===== src/rtl/spi_leader_transceiver.sv =====
// Full-duplex SPI leader with configurable frame width, sck divider, CPOL/CPHA,
// bit order and active-low slave selects, plus a busy/done handshake.
module spi_leader_transceiver #(
  parameter int DATA_W    = 8,
  parameter int CLK_DIV   = 4,
  parameter int NUM_SS    = 1,
  parameter int SS_SEL_W  = 1,
  parameter int MSB_FIRST = 1
) (
  input  logic                clk,
  input  logic                reset,
  input  logic [DATA_W-1:0]   datain,
  input  logic                send,
  input  logic                cpol,
  input  logic                cpha,
  input  logic [SS_SEL_W-1:0] ss_sel,
  input  logic                miso,
  output logic                sck,
  output logic [NUM_SS-1:0]   ss,
  output logic                mosi,
  output logic                busy,
  output logic                done,
  output logic [DATA_W-1:0]   dataout
);

  localparam int CNT_W  = $clog2(CLK_DIV);
  localparam int HALF_W = $clog2(2 * DATA_W);
  localparam logic [CNT_W-1:0]  CNT_LAST  = CNT_W'(CLK_DIV - 1);
  localparam logic [HALF_W-1:0] HALF_LAST = HALF_W'(2 * DATA_W - 1);
  localparam logic [NUM_SS-1:0] SS_IDLE   = {NUM_SS{1'b1}};

  typedef enum logic [2:0] {
    S_IDLE  = 3'd0,
    S_SETUP = 3'd1,
    S_XFER  = 3'd2,
    S_HOLD  = 3'd3,
    S_GAP   = 3'd4
  } state_t;

  state_t              state_r, state_s;
  logic [CNT_W-1:0]    cnt_r, cnt_s;
  logic [HALF_W-1:0]   half_r, half_s;
  logic                sck_r, sck_s;
  logic [NUM_SS-1:0]   ss_r, ss_s;
  logic                mosi_r, mosi_s;
  logic                busy_r, busy_s;
  logic                done_r, done_s;
  logic [DATA_W-1:0]   dataout_r, dataout_s;
  logic [DATA_W-1:0]   tx_r, tx_s;
  logic [DATA_W-1:0]   rx_r, rx_s;
  logic                cpol_r, cpol_s;
  logic                cpha_r, cpha_s;
  logic                period_end_s;
  logic                tog_s;
  logic                lead_s;
  logic                final_s;
  logic                accept_s;

  function automatic logic first_bit(input logic [DATA_W-1:0] w);
    if (MSB_FIRST != 0) begin
      return w[DATA_W-1];
    end else begin
      return w[0];
    end
  endfunction

  function automatic logic [DATA_W-1:0] shift_out(input logic [DATA_W-1:0] w);
    if (MSB_FIRST != 0) begin
      return {w[DATA_W-2:0], 1'b0};
    end else begin
      return {1'b0, w[DATA_W-1:1]};
    end
  endfunction

  function automatic logic [DATA_W-1:0] shift_in(input logic [DATA_W-1:0] w, input logic b);
    if (MSB_FIRST != 0) begin
      return {w[DATA_W-2:0], b};
    end else begin
      return {b, w[DATA_W-1:1]};
    end
  endfunction

  // An out-of-range index selects nobody; the frame still runs.
  function automatic logic [NUM_SS-1:0] ss_decode(input logic [SS_SEL_W-1:0] sel);
    logic [NUM_SS-1:0] r;
    r = SS_IDLE;
    for (int i = 0; i < NUM_SS; i++) begin
      if (int'(sel) == i) begin
        r[i] = 1'b0;
      end else begin
        r[i] = 1'b1;
      end
    end
    return r;
  endfunction

  // Next-state and next-output logic for every register.
  always_comb begin
    state_s      = state_r;
    half_s       = half_r;
    sck_s        = sck_r;
    ss_s         = ss_r;
    mosi_s       = mosi_r;
    busy_s       = busy_r;
    done_s       = 1'b0;
    dataout_s    = dataout_r;
    tx_s         = tx_r;
    rx_s         = rx_r;
    cpol_s       = cpol_r;
    cpha_s       = cpha_r;
    tog_s        = 1'b0;
    lead_s       = 1'b0;
    final_s      = 1'b0;
    accept_s     = 1'b0;
    period_end_s = (cnt_r == CNT_LAST);
    if (period_end_s) begin
      cnt_s = {CNT_W{1'b0}};
    end else begin
      cnt_s = cnt_r + CNT_W'(1'b1);
    end

    case (state_r)
      S_IDLE: begin
        cnt_s    = {CNT_W{1'b0}};
        sck_s    = cpol;
        ss_s     = SS_IDLE;
        busy_s   = 1'b0;
        accept_s = send;
      end
      S_SETUP: begin
        if (period_end_s) begin
          state_s = S_XFER;
          half_s  = {HALF_W{1'b0}};
          tog_s   = 1'b1;
          lead_s  = 1'b1;
        end else begin
          sck_s = cpol_r;
        end
      end
      S_XFER: begin
        if (period_end_s && (half_r == HALF_LAST)) begin
          state_s = S_HOLD;
          sck_s   = cpol_r;
        end else if (period_end_s) begin
          // Toggle index is half_r+1: even indices are leading edges.
          half_s  = half_r + HALF_W'(1'b1);
          tog_s   = 1'b1;
          lead_s  = half_r[0];
          final_s = (half_r == (HALF_LAST - HALF_W'(1'b1)));
        end else begin
          half_s = half_r;
        end
      end
      S_HOLD: begin
        if (period_end_s) begin
          state_s   = S_GAP;
          ss_s      = SS_IDLE;
          dataout_s = rx_r;
          done_s    = 1'b1;
        end else begin
          sck_s = cpol_r;
        end
      end
      S_GAP: begin
        // A held send restarts straight from the end of GAP so ss stays high
        // for exactly CLK_DIV cycles between back-to-back frames.
        if (period_end_s && send) begin
          accept_s = 1'b1;
        end else if (period_end_s) begin
          state_s = S_IDLE;
          busy_s  = 1'b0;
          sck_s   = cpol;
        end else begin
          ss_s = SS_IDLE;
        end
      end
      default: begin
        state_s = S_IDLE;
        busy_s  = 1'b0;
        ss_s    = SS_IDLE;
      end
    endcase

    if (tog_s) begin
      sck_s = ~sck_r;
      if (lead_s ^ cpha_r) begin
        rx_s = shift_in(rx_r, miso);
      end else if (cpha_r) begin
        mosi_s = first_bit(tx_r);
        tx_s   = shift_out(tx_r);
      end else if (!final_s) begin
        mosi_s = first_bit(shift_out(tx_r));
        tx_s   = shift_out(tx_r);
      end else begin
        mosi_s = mosi_r;
      end
    end else begin
      rx_s = rx_r;
    end

    if (accept_s) begin
      state_s = S_SETUP;
      cnt_s   = {CNT_W{1'b0}};
      half_s  = {HALF_W{1'b0}};
      cpol_s  = cpol;
      cpha_s  = cpha;
      tx_s    = datain;
      rx_s    = {DATA_W{1'b0}};
      sck_s   = cpol;
      ss_s    = ss_decode(ss_sel);
      busy_s  = 1'b1;
      mosi_s  = cpha ? 1'b0 : first_bit(datain);
    end else begin
      cpol_s = cpol_r;
      cpha_s = cpha_r;
    end
  end

  // State and output registers; reset wins over everything.
  always_ff @(posedge clk) begin
    if (reset) begin
      state_r   <= S_IDLE;
      cnt_r     <= {CNT_W{1'b0}};
      half_r    <= {HALF_W{1'b0}};
      sck_r     <= 1'b0;
      ss_r      <= SS_IDLE;
      mosi_r    <= 1'b0;
      busy_r    <= 1'b0;
      done_r    <= 1'b0;
      dataout_r <= {DATA_W{1'b0}};
      tx_r      <= {DATA_W{1'b0}};
      rx_r      <= {DATA_W{1'b0}};
      cpol_r    <= 1'b0;
      cpha_r    <= 1'b0;
    end else begin
      state_r   <= state_s;
      cnt_r     <= cnt_s;
      half_r    <= half_s;
      sck_r     <= sck_s;
      ss_r      <= ss_s;
      mosi_r    <= mosi_s;
      busy_r    <= busy_s;
      done_r    <= done_s;
      dataout_r <= dataout_s;
      tx_r      <= tx_s;
      rx_r      <= rx_s;
      cpol_r    <= cpol_s;
      cpha_r    <= cpha_s;
    end
  end

  assign sck     = sck_r;
  assign ss      = ss_r;
  assign mosi    = mosi_r;
  assign busy    = busy_r;
  assign done    = done_r;
  assign dataout = dataout_r;

endmodule


===== config.mk =====
export PLATFORM = sky130hd
export DESIGN_NAME = spi_leader_transceiver
export DESIGN_NICKNAME = d
export VERILOG_FILES = /design/src/rtl/spi_leader_transceiver.sv
export SDC_FILE = /design/constraint.sdc
export NUM_CORES = 1
export LEC_CHECK = 0
export CAP_MARGIN = 20
export CELL_PAD_IN_SITES_DETAIL_PLACEMENT = 2
export CELL_PAD_IN_SITES_GLOBAL_PLACEMENT = 2
export CORE_ASPECT_RATIO = 0.5
export CORE_MARGIN = 2
export CORE_UTILIZATION = 34
export DETAILED_ROUTE_END_ITERATION = 6
export GPL_TIMING_DRIVEN = 0
export PLACE_DENSITY_LB_ADDON = 0.1
export SETUP_SLACK_MARGIN = 0.3
export SYNTH_ARGS = -nofsm -noshare
export SYNTH_HDL_FRONTEND = slang
export SYNTH_SLANG_ARGS = --single-unit

===== constraint.sdc =====
create_clock -name clk -period 3.4 [get_ports clk]
set_input_delay 0.34 -clock clk [delete_from_list [all_inputs] [get_ports clk]]
set_output_delay 0.34 -clock clk [all_outputs]
set_load 0.005 [all_outputs]

==> flow_summary.toml, run 1 <==
[cells_and_area]
n_fill_cell = 626
nNetsFinal = 279
drive_gt1_share_pct = 9.54
diodes = 0
area_growth_syn_to_layout_pct = 27.6

[global_routing]
gr-usage-met1_pct = 23.9
grtUsageMet2_pct = 33.7
grt_pass1_vias = 1955
grt_overflow_total = 0
grt_busiest_layer = "met2"
grt_max_degree = 15
gr-usage-all-layers_pct = 18.8
antenna_found_initial = 0
grt_use_met3_pct = 4.68
grt_pass1_wl_um = 9520

[clock_tree]
numCtsBuffers = 5
cts_tree = "built"
cts_resized = 0
clk_pin_slew_ps = 60
cts_buffer_depth = 2
insertion_delay_ps = 280
numClockSinks = 40
post-cts-setup-buffers = 0
cts_root_buf = "clkbuf_16"
h-tree-depth = 2
postCtsHoldBufs = 0

[route]
wirelength_um = 5610
avgRoutedWirePerCell_um = 16.8
postRouteAntennaNets = 0
vias = 1761
drtIter0Drc = 45
routed_via_density = 5.26
drc = 0
first_pass_iters = 4

[sta]
holdWs_ps = 434
setup_tns_ps = 0
worst_clock_skew_ps = 5.26
relSlewSlack_pct = 32.7
period_needed_ps = 2390
rsz0062_at_grt = "no"
timing_hold_violations_final = 0
fmax_mhz = 418
fin_crit_sh_pct = 70.4
maxSlewViolCount = 0
setup_viol = 0
tightest_slew_ps = 1010

[floorplan]
die_w_um = 111
core_um2 = 5490
fp.dieArea_um2 = 6350
fp.dieH_um = 57.3
start_util_pct = 35.2
ioPinCount = 28
rows = 19

[power]
p_total_w = 0.00114
irDropWorstVdd_uv = 237
p_leak_nw = 0.920
powerDensity_nw_per_um2 = 462

[place]
routabilityCongestion = 0.760
dp_hpwl_um = 4070
numPortBuffers = 27

[run_status]
status = "complete, no violations"

[worst_hold_path]
min_from = "cnt_r[0]"
min_path_cells = 1
hold_path_class = "flip-flop to flip-flop"
min_to = "cnt_r[0]"

[synthesis]
synth_cell_types = 43
synth.ff_latch_count = 40
async_flop_share_pct = 0
yosys_warnings = 0
synth_fp_nets = 245
synth-edff-count = 0
synth_area_um2 = 1930
synthCells = 227
synth_ff_type = "dfxtp_1"
syn_area_per_cell_um2 = 8.52
yosysSeqAreaShare_pct = 41.4

[critical_path]
r2r_slack_ps = 1010
crit_path_end_kind = "flip-flop"
path_class = "flip-flop to flip-flop"
reg2reg_depth = 7
critPathMaxFanout = 10
crit_arrival_ps = 2540
start_kind = "flip-flop"
cp.required_ps = 3550
r2r_start = "half_r[0]"
timing.rr.end = "tx_r[0]"

[job]
maxCapViolations = 0
## cell type report
cell class / instances / area (µm²) / share of cell area [%]
inverter: 10 / 37.5 / 1.52
sequential: 40 / 801 / 32.5
clock buffer: 5 / 125 / 5.07
multi-input combinational: 162 / 1020 / 41.3
timing repair buffer: 27 / 270 / 11.0
clock inverter: 3 / 46.3 / 1.88
tap: 73 / 91.3 / 3.70
buffer: 15 / 76.3 / 3.09
## through the flow
stage	cells	setup slack [ps]	util [%]	cell area, µm²
after floorplan	227	1380	-	1930
after global placement	327	1010	41.8	2300
after detailed placement	327	996	41.8	2300
after CTS	335	979	44.9	2470
after global routing	335	788	44.9	2470
final	335	1010	44.9	2470
## layer usage
| metal | vias to the layer above | wire length (µm) |
|---|---|---|
| met5 | - | 0 |
| li1 | 864 | - |
| met1 | 867 | 2630 |
| met3 | 4 | 185 |
| met2 | 26 | 2780 |
| met4 | 0 | 22 |
## report_power, final
part / internal (W) / leakage (nW) / switching [W]
combinational: 0.0000480 / 0.514 / 0.0000553
clock: 0.000349 / 0.0804 / 0.000199
sequential: 0.000482 / 0.325 / 0.00000728
## critical path: stages, from the launching register on
cell and delay, ps:
dfxtp_1 400, ha_1 280, nand3_1 170, a41oi_1 320
nor4_4 620, buf_6 240, a2bb2oi_1 190, nor2_1 50
## synthesized netlist by cell type, types with 2 or more instances
| cell type | count | area (µm²) |
|---|---|---|
| a2111oi_2 | 7 | 105 |
| a21oi_1 | 21 | 105 |
| a2bb2oi_1 | 2 | 17.5 |
| and3_1 | 3 | 18.8 |
| buf_2 | 4 | 20.0 |
| buf_6 | 2 | 22.5 |
| clkbuf_1 | 9 | 33.8 |
| dfxtp_1 | 40 | 801 |
| ha_1 | 3 | 37.5 |
| inv_1 | 10 | 37.5 |
| mux2i_1 | 10 | 100 |
| nand2_1 | 33 | 124 |
| nand2b_1 | 5 | 31.3 |
| nand3_1 | 2 | 10.0 |
| nand4b_1 | 2 | 17.5 |
| nor2_1 | 26 | 97.6 |
| nor2b_1 | 2 | 12.5 |
| nor3_1 | 13 | 65.1 |
| nor3b_1 | 3 | 22.5 |
| nor4_1 | 3 | 18.8 |
| o21ai_0 | 3 | 15.0 |
| o22ai_1 | 2 | 12.5 |
| xor2_1 | 2 | 17.5 |
## cells in the final DEF (no fill, tap or decap), types with 2 or more instances in the layout
| cell type | Yosys | routed |
|---|---|---|
| o22ai_1 | 2 | 2 |
| nor2_1 | 26 | 26 |
| a21oi_1 | 21 | 21 |
| dfxtp_1 | 40 | 40 |
| xor2_1 | 2 | 2 |
| and3_1 | 3 | 3 |
| clkbuf_1 | 9 | 9 |
| nor3_1 | 13 | 13 |
| nand2b_1 | 5 | 5 |
| ha_1 | 3 | 3 |
| nor3b_1 | 3 | 3 |
| nor4_1 | 3 | 3 |
| nor2b_1 | 2 | 2 |
| nand2_1 | 33 | 33 |
| mux2i_1 | 10 | 10 |
| nand4b_1 | 2 | 2 |
| clkdlybuf4s50_1 | 0 | 27 |
| a2111oi_2 | 7 | 7 |
| buf_2 | 4 | 4 |
| a2bb2oi_1 | 2 | 2 |
| nand3_1 | 2 | 2 |
| inv_1 | 10 | 10 |
| clkbuf_16 | 0 | 5 |
| o21ai_0 | 3 | 3 |
| buf_6 | 2 | 2 |
## worst max-delay path by stage
stage | from | endpoint | slack (ps) | cells after the start
after floorplan | cnt_r[0] | tx_r[0] | 1380 | 7
after global placement | cnt_r[0] | tx_r[0] | 1010 | 7
after detailed placement | half_r[0] | tx_r[0] | 1000 | 7
after CTS | cnt_r[0] | tx_r[0] | 980 | 7
after global routing | cnt_r[0] | tx_r[0] | 790 | 7
final | half_r[0] | tx_r[0] | 1010 | 7
## sequential cells by signal, indices dropped and copies added (netlist names)
register,count
cpha_r,1
done,1
dataout,8
half_r,4
rx_r,8
busy,1
ss,1
cpol_r,1
sck,1
cnt_r,2
state_r,3
mosi,1
tx_r,8
## cell families (layout without fill, tap and decap cells)
kind of cell,count (synthesis),after routing,synth area share [%]
multiplexers,10,10,5.17
XOR/XNOR,3,3,1.36
adder cells (fa/ha/maj),3,3,1.94
AO/OA/AOI/OAI,46,46,18.8
buffers and inverters,25,60,5.89
flip-flops,40,40,41.4
AND/OR/NAND/NOR,100,100,25.5
Power figures use the tool's default switching activity.
==> run 2, diff against run 1 <==
- CORE_UTILIZATION: 34 -> 29
- clock period: 3.4 -> 2.1 ns (I/O delays scaled with it)
==> run 2 against run 1 <==
Against the previous run:
- sequential power is 62% higher
- power is 69% higher
- utilization is 1.7 points higher
- largest power group unchanged
- highest routed layer unchanged
==> flow_summary.toml, run 2 (synthesis gave the netlist of run 1 again) <==
[sta]
rsz0062_at_grt = "yes"
setup_viol = 0
maxSlewViolCount = 0
setup_tns_ps = 0
worst_clock_skew_ps = 4.99
timing_hold_violations_final = 0
fin_crit_sh_pct = 93.6
fmax_mhz = 509
period_needed_ps = 1960
tightest_slew_ps = 612
relSlewSlack_pct = 59.2

[clock_tree]
h-tree-depth = 2
numClockSinks = 40
insertion_delay_ps = 290
postCtsHoldBufs = 0
clk_pin_slew_ps = 60
numCtsBuffers = 5
cts_tree = "built"
cts_root_buf = "clkbuf_16"
cts_buffer_depth = 2

[floorplan]
core_um2 = 6260
die_w_um = 120
fp.dieH_um = 61.8
start_util_pct = 30.9
ioPinCount = 28
fp.dieArea_um2 = 7380
rows = 20

[power]
clkPwrFrac_pct = 47.6
pwr-share-seq_pct = 41.2
powerDensity_nw_per_um2 = 662
irDropWorstVdd_uv = 263
power.internal_w = 0.00148
p_leak_nw = 1.04
p_switching_w = 0.000452
pwr-share-comb_pct = 11.2
p_sw_share_pct = 23.4

[critical_path]
cp.required_ps = 2250
crit_path_end_kind = "flip-flop"
crit_arrival_ps = 2120
cpLargestDelayFamily = "compound AO/OA/AOI/OAI gates"
cp_slowest_cell = "a221o_1"
path_class = "flip-flop to flip-flop"
critPathMaxStageDelay_ps = 370
path_cells = "ha_4 -> o21ba_4 -> a221o_1 -> nor4_4 -> buf_6 -> buf_12 -> a2bb2oi_2 -> nor2_1"
path_buf_inv = 2
critPathMaxFanout = 10
start_kind = "flip-flop"

[cells_and_area]
final_core_util_pct = 46.6
regArea_um2 = 807
diodes = 0
final_common_cell = "dfxtp_1"
area_growth_syn_to_layout_pct = 50.7
multi_input_area_um2 = 1270
drive_gt1_share_pct = 25.5
mostFrequentLayoutCells = "dfxtp_1, nand2_1, clkdlybuf4s50_1"
n_fill_cell = 654
nNetsFinal = 292
stdcell_count = 363

[global_routing]
grt_pass1_vias = 1990
gr-usage-all-layers_pct = 18.1
grt_max_degree = 14
grt_overflow_total = 0
grt_pass1_wl_um = 9980
antenna_found_initial = 0

[route]
drtIter0Drc = 46
wirelength_um = 6630
postRouteAntennaNets = 0
first_pass_iters = 4
vias = 1880
drc = 0
avgRoutedWirePerCell_um = 18.3
routed_via_density = 5.18

[place]
dp.cells = 342
dp_hpwl_um = 4160
routabilityCongestion = 0.706
numPortBuffers = 27

[job]
maxCapViolations = 0

[run_status]
status = "complete, no violations"

[worst_hold_path]
hold_path_class = "flip-flop to flip-flop"
-- run 2: changes by cell type in the layout (fill, tap and decap cells not counted), sizes merged --
cell	previous run	this run
inv	11	10
clkinv	0	1
buf	6	20
clkinvlp	1	0
-- run 2: what timing repair did --
| action | 4_1_cts | 5_1_grt |
|---|---|---|
| endpoints found under the setup margin | 32 | 32 |
| pin swaps | 16 | 4 |
| buffers inserted | 10 | 3 |
| gates resized for setup | 26 | 29 |
-- run 2: power by group through the flow --
stage | Clock [W] | Combinational [W] | Sequential (W)
detailed placement | 0 | 0.000172 | 0.000811
CTS | 0.000947 | 0.000195 | 0.000796
finish | 0.000919 | 0.000216 | 0.000795
global placement | 0 | 0.000166 | 0.000809
floorplan | 0 | 0.000103 | 0.000808
global route | 0.000975 | 0.000234 | 0.000798
-- run 2: area by class of cell --
cell class / instances / area share [%]
well taps: 88 / 3.78
flip-flops and latches: 40 / 27.7
inverters: 10 / 1.29
repair buffers: 40 / 14.0
multi-input cells: 162 / 43.4
clock buffers: 6 / 4.76
clock inverters: 2 / 1.33
plain buffers: 15 / 3.69
-- run 2: per-stage QoR --
stage | total power (W) | instance area, µm² | setup WS, ps | hold WS, ps
global placement | 0.000975 | 2360 | -105 | 422
detailed placement | 0.000983 | 2360 | -168 | 428
CTS | 0.00194 | 2770 | 77.8 | 446
global route | 0.00201 | 2920 | 89.0 | 454
finish | 0.00193 | 2920 | 135 | 447
floorplan | 0.000911 | 1980 | 221 | 342
-- run 2: per-layer routing --
layer  vias up  GRT usage (%)  wire [µm]
met5         -              0          0
li1        893              -          -
met3         7           5.29        260
met1       950           20.9       2880
met4         0           4.71         48
met2        30           34.3       3440
-- run 2: path summary, 6_finish.rpt --
check                 from  endpoint  slack (ps)  depth (start not counted)
setup / recovery  cnt_r[0]   tx_r[0]         140                          8
setup reg to reg  cnt_r[0]   tx_r[0]         140                          8
hold reg to reg   cnt_r[0]  cnt_r[0]         450                          1
hold / removal    cnt_r[0]  cnt_r[0]         450                          1
